[src/rtl/pipa_pulse_source.sv]
// pipa_pulse_source: bench-side model of the three PIPA accelerometer loops.
// Watches the AGC 3200 pps slot sync (d3200A) and, once per slot, advances a
// per-axis fractional accumulator by |rate|. A carry out of the accumulator
// emits one PULSE_W-cycle pulse on the axis' P (rate > 0) or M (rate < 0) line.
//
// Optional feature macro: PIPA_FAIL_INJECT_EN
//   defined   : fail_axis[i] sampled on a processed slot forces both P and M
//               of axis i high for that slot's pulse (illegal PIPA-fail state).
//   undefined : fail_axis is ignored and P/M stay mutually exclusive.

// ---------------------------------------------------------------------------
// One PIPA axis: rate register, fractional accumulator and pulse shaper.
// ---------------------------------------------------------------------------
module pipa_pulse_axis #(
    parameter int RATE_W  = 8,
    parameter int PULSE_W = 4
) (
    input  logic              i_clk,
    input  logic              i_rst,
    input  logic              i_slot,     // slot edge already qualified by enable
    input  logic              i_wr,
    input  logic [RATE_W-1:0] i_wr_data,
    input  logic              i_fail,
    output logic              o_p,
    output logic              o_m
);
    localparam int ACC_W = RATE_W - 1;
    localparam int CNT_W = (PULSE_W < 2) ? 1 : $clog2(PULSE_W);
    localparam logic [ACC_W-1:0] MAG_MAX  = {ACC_W{1'b1}};
    localparam logic [CNT_W-1:0] CNT_LOAD = CNT_W'(PULSE_W - 1);

    logic [RATE_W-1:0] r_rate;
    logic [ACC_W-1:0]  r_acc;
    logic [CNT_W-1:0]  r_wcnt;
    logic              r_p;
    logic              r_m;

    logic              w_neg;
    logic              w_zero;
    logic              w_min;
    logic [ACC_W-1:0]  w_mag;
    logic [ACC_W:0]    w_sum;
    logic              w_carry;
    logic              w_new_p;
    logic              w_new_m;

    // Slot result: saturated magnitude, accumulate, and decide the pulse value.
    // The most negative rate has no positive twin in RATE_W-1 bits, so it is
    // clamped to the largest magnitude (e.g. -128 acts as -127).
    always_comb begin
        w_neg   = r_rate[RATE_W-1];
        w_zero  = (r_rate == '0);
        w_min   = w_neg && (r_rate[RATE_W-2:0] == '0);
        if (w_min)
            w_mag = MAG_MAX;
        else if (w_neg)
            w_mag = ~r_rate[ACC_W-1:0] + 1'b1;
        else
            w_mag = r_rate[ACC_W-1:0];
        w_sum   = {1'b0, r_acc} + {1'b0, w_mag};
        w_carry = w_sum[ACC_W];
        w_new_p = w_carry & ~w_neg & ~w_zero;
        w_new_m = w_carry & w_neg;
`ifdef PIPA_FAIL_INJECT_EN
        if (i_fail) begin
            w_new_p = 1'b1;
            w_new_m = 1'b1;
        end
`endif
    end

`ifndef PIPA_FAIL_INJECT_EN
    // Fail request has no effect in this build; keep it as a named sink only.
    logic w_unused_fail;
    assign w_unused_fail = i_fail;
`endif

    // Rate register: a write in a slot cycle lands after that slot has used the old rate.
    always_ff @(posedge i_clk) begin
        if (i_rst)
            r_rate <= '0;
        else if (i_wr)
            r_rate <= i_wr_data;
    end

    // Fractional accumulator: advances once per processed slot, never cleared by writes.
    always_ff @(posedge i_clk) begin
        if (i_rst)
            r_acc <= '0;
        else if (i_slot)
            r_acc <= w_sum[ACC_W-1:0];
    end

    // Pulse shaper: a slot (re)loads the width counter and replaces the output
    // value; otherwise the counter runs down and the outputs drop at zero.
    always_ff @(posedge i_clk) begin
        if (i_rst) begin
            r_p    <= 1'b0;
            r_m    <= 1'b0;
            r_wcnt <= '0;
        end else if (i_slot) begin
            r_p    <= w_new_p;
            r_m    <= w_new_m;
            r_wcnt <= CNT_LOAD;
        end else if (r_wcnt != '0) begin
            r_wcnt <= r_wcnt - 1'b1;
        end else begin
            r_p    <= 1'b0;
            r_m    <= 1'b0;
        end
    end

    assign o_p = r_p;
    assign o_m = r_m;
endmodule

// ---------------------------------------------------------------------------
// Top: slot sync, slot counter, write decode and the three axis instances.
// ---------------------------------------------------------------------------
module pipa_pulse_source #(
    parameter int RATE_W  = 8,
    parameter int PULSE_W = 4
) (
    input  logic              CLOCK,
    input  logic              rst,
    input  logic              d3200A,
    input  logic              enable,
    input  logic              wr_en,
    input  logic [1:0]        wr_axis,
    input  logic [RATE_W-1:0] wr_data,
    input  logic [2:0]        fail_axis,
    output logic              PIPXP,
    output logic              PIPXM,
    output logic              PIPYP,
    output logic              PIPYM,
    output logic              PIPGZp,
    output logic              PIPGZm,
    output logic [15:0]       slot_cnt
);
    localparam int NUM_AXES = 3;

    logic                r_sync_q;
    logic                r_sync_qq;
    logic [15:0]         r_slot_cnt;

    logic                w_slot_edge;
    logic                w_slot;
    logic [NUM_AXES-1:0] w_wr;
    logic [NUM_AXES-1:0] w_p;
    logic [NUM_AXES-1:0] w_m;

    // Two-flop sync of the slot strobe; the edge detect runs off the synced copy.
    always_ff @(posedge CLOCK) begin
        if (rst) begin
            r_sync_q  <= 1'b0;
            r_sync_qq <= 1'b0;
        end else begin
            r_sync_q  <= d3200A;
            r_sync_qq <= r_sync_q;
        end
    end

    assign w_slot_edge = r_sync_q & ~r_sync_qq;
    assign w_slot      = w_slot_edge & enable;

    // Processed-slot counter, free-running wrap at 16 bits.
    always_ff @(posedge CLOCK) begin
        if (rst)
            r_slot_cnt <= '0;
        else if (w_slot)
            r_slot_cnt <= r_slot_cnt + 16'd1;
    end

    genvar gi;
    generate
        for (gi = 0; gi < NUM_AXES; gi++) begin : g_axis
            assign w_wr[gi] = wr_en && (wr_axis == 2'(gi));

            pipa_pulse_axis #(
                .RATE_W  (RATE_W),
                .PULSE_W (PULSE_W)
            ) u_axis (
                .i_clk     (CLOCK),
                .i_rst     (rst),
                .i_slot    (w_slot),
                .i_wr      (w_wr[gi]),
                .i_wr_data (wr_data),
                .i_fail    (fail_axis[gi]),
                .o_p       (w_p[gi]),
                .o_m       (w_m[gi])
            );
        end
    endgenerate

    assign PIPXP    = w_p[0];
    assign PIPXM    = w_m[0];
    assign PIPYP    = w_p[1];
    assign PIPYM    = w_m[1];
    assign PIPGZp   = w_p[2];
    assign PIPGZm   = w_m[2];
    assign slot_cnt = r_slot_cnt;
endmodule

[config.mk]
export PLATFORM = sky130hd
export DESIGN_NAME = pipa_pulse_source
export DESIGN_NICKNAME = d
export VERILOG_FILES = /design/src/rtl/pipa_pulse_source.sv
export SDC_FILE = /design/constraint.sdc
export NUM_CORES = 1
export LEC_CHECK = 0
export ABC_AREA = 1
export CAP_MARGIN = 5
export CORE_ASPECT_RATIO = 0.8
export CORE_MARGIN = 4
export CORE_UTILIZATION = 60
export CTS_BUF_LIST = sky130_fd_sc_hd__clkbuf_4 sky130_fd_sc_hd__clkbuf_8
export CTS_CLUSTER_SIZE = 25
export DETAILED_ROUTE_END_ITERATION = 6
export PLACE_DENSITY = 0.83
export SKIP_CTS_REPAIR_TIMING = 1
export SLEW_MARGIN = 20
export SYNTH_ARGS = -nofsm -noshare
export SYNTH_HDL_FRONTEND = slang
export SYNTH_HIERARCHICAL = 1
export SYNTH_SLANG_ARGS = --single-unit
[constraint.sdc]
create_clock -name CLOCK -period 2.65 [get_ports CLOCK]
set_clock_uncertainty 0.05 [all_clocks]
set_input_delay 0.53 -clock CLOCK [delete_from_list [all_inputs] [get_ports CLOCK]]
set_output_delay 0.53 -clock CLOCK [all_outputs]
set_load 0.01 [all_outputs]
* Word level (Yosys, flattened, before mapping) *
Cells that the tools add are included.

cells by class
  add/sub/neg operators = 10
  equality and inequality tests = 5
  muxes and demuxes = 21
  bitwise logic cells = 21
  reduce and logical (&&, ||, !) cells = 19

operators with widths
  cell                                                    count
  two-way mux 7 bit                                       6
  adder 7 x 7 -> 8 bit                                    3
  logical NOT 8 bit                                       3
  adder 7 x 1 -> 7 bit (second input constant)            3
  logical NOT 7 bit                                       3
  inverter 7 bit                                          3
  adder 16 x 1 -> 16 bit (second input constant)          1
  two-way mux 2 bit                                       6
  nonzero test 2 bit                                      6
  bitwise AND 1 bit                                       11
  two-way mux 1 bit                                       9
  inverter 1 bit                                          7
  logical AND 1 bit                                       6
  subtractor 2 x 1 -> 2 bit (second input constant)       3
  inequality test 2 bit (second input constant)           2
  == test 2 x 1 -> 1 bit (second input constant)          1
  == test 2 bit (second input constant)                   1
  logical NOT 2 bit                                       1
  inequality test 2 x 1 -> 1 bit (second input constant)  1

word-level totals
  flip-flop bits (word level) = 75
  bits of input ports = 18
  output and inout port bits = 22
  logic and storage cells = 94

* Logic depth before layout (Yosys ltp) *
  word-level depth = 8
  gate-level depth with buffers = 15
  depth with buffers taken out = 15

* Cells and area by module *
Netlist, hierarchy kept.

by module, submodules not included
  module                                   instances  cells each  area each (µm²)  seq. area each (µm²)
  pipa_pulse_axis at g_axis[0].u_axis ...  2          174         1189.9           380.4
  pipa_pulse_axis at g_axis[1].u_axis      1          173         1188.6           380.4
  pipa_pulse_source                        1          135         923.4            360.3

* Worst setup path before layout *
No wires, ideal clock.

  kind = flip-flop to flip-flop
  start = reg g_axis[0].u_axis.r_rate[0]
  end = reg g_axis[0].u_axis.r_acc[6]
  setup time = 0.117 ns
  arrival = 1.935 ns
  data required time = 2.483 ns
  slack = 0.548 ns
  stages on the path, launching flop included = 15
  path buffers = 0
  period minus slack after synthesis = 2.102 ns
  cells stage by stage = dfxtp_1 -> inv_1 -> ha_1 -> nand3_1 -> nor2_1 -> nand2_1 -> nand2_1 -> ha_1 -> fa_1 -> nand2_1 -> nand2_1 -> nand3b_1 -> a21oi_1 -> nor2_1 -> nor2_1

on the way
  longest elaborated chain between the ends = 5
  elaborated cells between the ends (all ways) = 7
  classes of those cells = 2 x add/sub; 2 x mux; 1 x bitwise; 2 x reduce/logical

RTL lines
  what                    line  RTL
  start, declared         32    logic [RATE_W-1:0] r_rate;
  start signal, assigned  83    r_rate <= i_wr_data;
  inverter 7 bit          57    w_mag = ~r_rate[ACC_W-1:0] + 1'b1;
  adder 7 x 1 -> 7 bit    57
  two-way mux 7 bit       56    else if (w_neg)
  two-way mux 7 bit *     54    if (w_min)
  adder 7 x 7 -> 8 bit *  60    w_sum = {1'b0, r_acc} + {1'b0, w_mag};
  end signal, assigned    91    r_acc <= w_sum[ACC_W-1:0];
  end, declared           33    logic [ACC_W-1:0] r_acc;

Mark *: on every way between the ends. The rest lies on a longest branch, timed or not.
A chain may end at the register's enable or synchronous reset.

* Final worst setup path *
  start = reg g_axis[2].u_axis.r_rate[0]
  end = reg g_axis[2].u_axis.r_acc[6]

on the way
  longest elaborated chain between the ends = 5
  elaborated cells between the ends (all ways) = 7
  classes of those cells = 2 x add/sub; 2 x mux; 1 x bitwise; 2 x reduce/logical

RTL lines
  what                    line
  start, declared         32
  start signal, assigned  83
  inverter 7 bit          57
  adder 7 x 1 -> 7 bit    57
  two-way mux 7 bit       56
  two-way mux 7 bit *     54
  adder 7 x 7 -> 8 bit *  60
  end signal, assigned    91
  end, declared           33

Marks and branches as above.

==> key figures <==
Setup path
  – Cell type with the highest occurrence count on the critical path: nand2_1
  – Largest stage delay, worst path: 410 ps
  – Cell-by-cell trace of the critical path: inv_1 > ha_1 > nand3_1 > nor2_1 > nand2_1 > nand2_1 > ha_1 > fa_1 > nand2_1 > nand2_1 > nand3b_1 > a21oi_1 > nor2_1 > nor2_1
  – Worst path slowest cell: fa_1
  – Critical path startpoint category: flip-flop
  – Class of the most critical setup path: reg2reg
  – Critical path peak fanout: 6
  – Req. time, crit path: 2850 ps
  – Kind of end point of the critical path: flip-flop
  – Data arrival, critical path: 2560 ps

Finish
  – Area added between synthesis and finish: 13.0%
  – Final antenna diode count: 0
  – Layout cell share with drive strength beyond 1: 7.03%
  – Number of fillers in the final layout: 585
  – Post-route cell area: 5080 sq um
  – Layout Nets: 744

Floorplan
  – Number of cell rows: 27
  – Total die area: 8940 sq um
  – I/O pin count: 40
  – Die height: 85.4 microns
  – Initial standard-cell utilization of the core: 63.6%
  – Core area: 7060 sq um
  – X dimension of the die: 105 microns

Global routing
  – Total global routing track utilization: 22.6%
  – Number of antenna violations at the first check in global routing: 0
  – Overflow left after global routing: 0
  – Via count of the first global-routing pass: 3846
  – Maximum number of pins on one net before global-route repair: 19
  – First-pass GRT wire length: 17000 microns

CTS
  – TritonCTS clock tree: done
  – Clock root cell: clkbuf_8
  – Deepest level of the CTS H-tree: 3
  – Worst-skew pair later-pin latency: 350 ps
  – Number of buffers on the longest clock path: 2
  – CTS sink cnt: 75
  – Number of buffers inserted during clock tree synthesis: 9
  – Clk pin slew, worst setup/hold paths: 80 ps

Power
  – Static Leak: 2.50 nW
  – Power per cell area: 521 nW/um^2
  – Largest vdd supply drop: 0.380 mV

Logic synthesis
  – Syn nets: 708
  – Yosys warning count: 6
  – Leading area contributor after synthesis: dfxtp_1
  – Post-Syn Instances: 656
  – Dominant synthesized flop cell: dfxtp_1
  – Register bit count reported by yosys: 75
  – Top cells by area, synth: dfxtp_1 (33%), nand2_1 (11%), nor2_1 (8.9%)
  – Synthesized area: 4490 sq um
  – Fraction of synthesized cell area taken by the top area cell type: 33.4%
  – Post-synth top cells: nand2_1 (129), nor2_1 (107), inv_1 (80), dfxtp_1 (75), a21oi_1 (41)
  – Share of synthesized area occupied by flip-flops and latches: 33.4%
  – Distinct cell type count after synthesis: 34
  – Average instance area after synthesis: 6.85 sq um
  – Share of flip-flops with an asynchronous set or reset: 0%
  – Most used standard cell by instance count after synthesis: nand2_1
  – Number of flops mapped to enable cells by yosys: 0

Timing
  – Final Hold Fails: 0
  – Slew headroom: 63.4%
  – Achievable clock frequency: 0.424 GHz
  – Slew at the pin with the worst max-slew slack: 544 ps
  – Number of endpoints failing setup at the final stage: 0
  – RSZ-0062 raised after global routing: false
  – Post-route fraction of the period consumed by the critical path: 89.1%
  – Final TNS setup: 0 ps
  – Final Critical Period: 2360 ps
  – Final max-slew violation count: 0

Routing
  – DRC violation count after routing: 0
  – Average routed wire per standard cell: 12.3 microns
  – Number of iterations in the first detailed-routing pass: 5
  – Vias after detailed routing: 4197
  – Drt initial violations: 245
  – Per-cell via count in the routed design: 5.35
  – Total wire length: 9630 microns
  – Post-DRT Antenna Nets: 0

Place
  – Routability congestion estimate: 0.891
  – HPWL after detailed placement: 7340 microns
  – Post-Place Cell Area: 4900 sq um
  – IO buf count: 36

Run status
  – Run status: finished, final reports clean

Flow run
  – Max capacitance violation total: 0

Worst hold path
  – Hold crit path type: reg2reg
==> cell usage in the layout (no fill, tap or decap), types with 4 or more instances in the layout <==
master           netlist  final
clkdlybuf4s50_1        0     36
clkbuf_8               0     11
xor2_1                18     18
o21ai_0               38     38
dfxtp_1               75     75
nand3_1               36     36
a211oi_1               7      7
nor2_2                 4      4
ha_1                  31     31
nor3_1                 9      9
inv_1                 80     80
inv_2                 11     11
nand2_2                4      4
a21oi_1               41     41
nand4_1               10     10
nand2_1              129    129
clkinv_2               0      4
o21ai_1               11     11
or2_1                  6      6
nor2_1               107    107
buf_4                  1      5
==> metal layers <==
| layer | global-route usage [%] | vias up | part of all wire, % |
|---|---|---|---|
| li1 | - | 2178 | - |
| met1 | 28.9 | 1892 | 48 |
| met2 | 37.9 | 115 | 45 |
| met3 | 5.93 | 12 | 6.4 |
| met4 | 6.20 | 0 | 0.84 |
| met5 | 0 | - | 0 |
==> where the power goes <==
group          internal, W  switching [W]  total (W)
clock             0.000384       0.000420   0.000805
sequential         0.00121      0.0000627    0.00127
combinational     0.000225       0.000342   0.000568
==> sequential cells by signal, summed over array words and instances (netlist names) <==
name                  count
g_axis.u_axis/r_rate     24
g_axis.u_axis/r_acc      21
slot_cnt                 16
g_axis.u_axis/r_wcnt      6
g_axis.u_axis/o_m         3
g_axis.u_axis/o_p         3
r_sync_q                  1
r_sync_qq                 1
==> through the flow <==
stage / utilization, % / power, W / hold WS (ps) / setup slack [ps] / std cells
finish: 71.9 / 0.00264 / 413 / 289 / 784
global route: 71.9 / 0.00283 / 447 / 32.0 / 784
CTS: 71.9 / 0.00267 / 418 / 291 / 784
detailed placement: 69.4 / 0.00186 / 407 / 322 / 768
global placement: 69.4 / 0.00181 / 399 / 371 / 768
floorplan: - / 0.00172 / 390 / 548 / 656
==> critical path, delay by kind of cell, from the launching register on <==
family | cells | cell delay (ps)
compound gates | 1 | 80
fa+ha+maj | 3 | 860
buf+inv | 1 | 90
flops | 1 | 370
simple gates | 9 | 810
==> layout make-up <==
type | count | area (sq um) | share of cell area (%)
sequential | 75 | 1500 | 29.6
multi-input combinational | 474 | 2550 | 50.2
clock inverter | 5 | 27.5 | 0.542
tap | 87 | 109 | 2.14
inverter | 91 | 342 | 6.73
clock buffer | 11 | 151 | 2.98
timing repair buffer | 41 | 398 | 7.84
==> cells by family (layout without fill, tap and decap cells) <==
logic type | after synthesis | after routing | synth area share, %
flops | 75 | 75 | 33.4
simple gates | 315 | 315 | 30.3
fa+ha+maj | 34 | 34 | 9.97
buf+inv | 107 | 148 | 9.86
xor+xnor | 18 | 18 | 3.51
compound gates | 107 | 107 | 12.9
==> final timing paths <==
check | start | end | slack (ps) | cells after the start
worst max-delay path | g_axis[2].u_axis/r_rate[0] | g_axis[2].u_axis/r_acc[6] | 290 | 14
worst max register to register | g_axis[2].u_axis/r_rate[0] | g_axis[2].u_axis/r_acc[6] | 290 | 14
worst min-delay path | slot_cnt[6] | slot_cnt[6] | 410 | 2
worst min register to register | slot_cnt[6] | slot_cnt[6] | 410 | 2
Power figures use the tool's default switching activity.
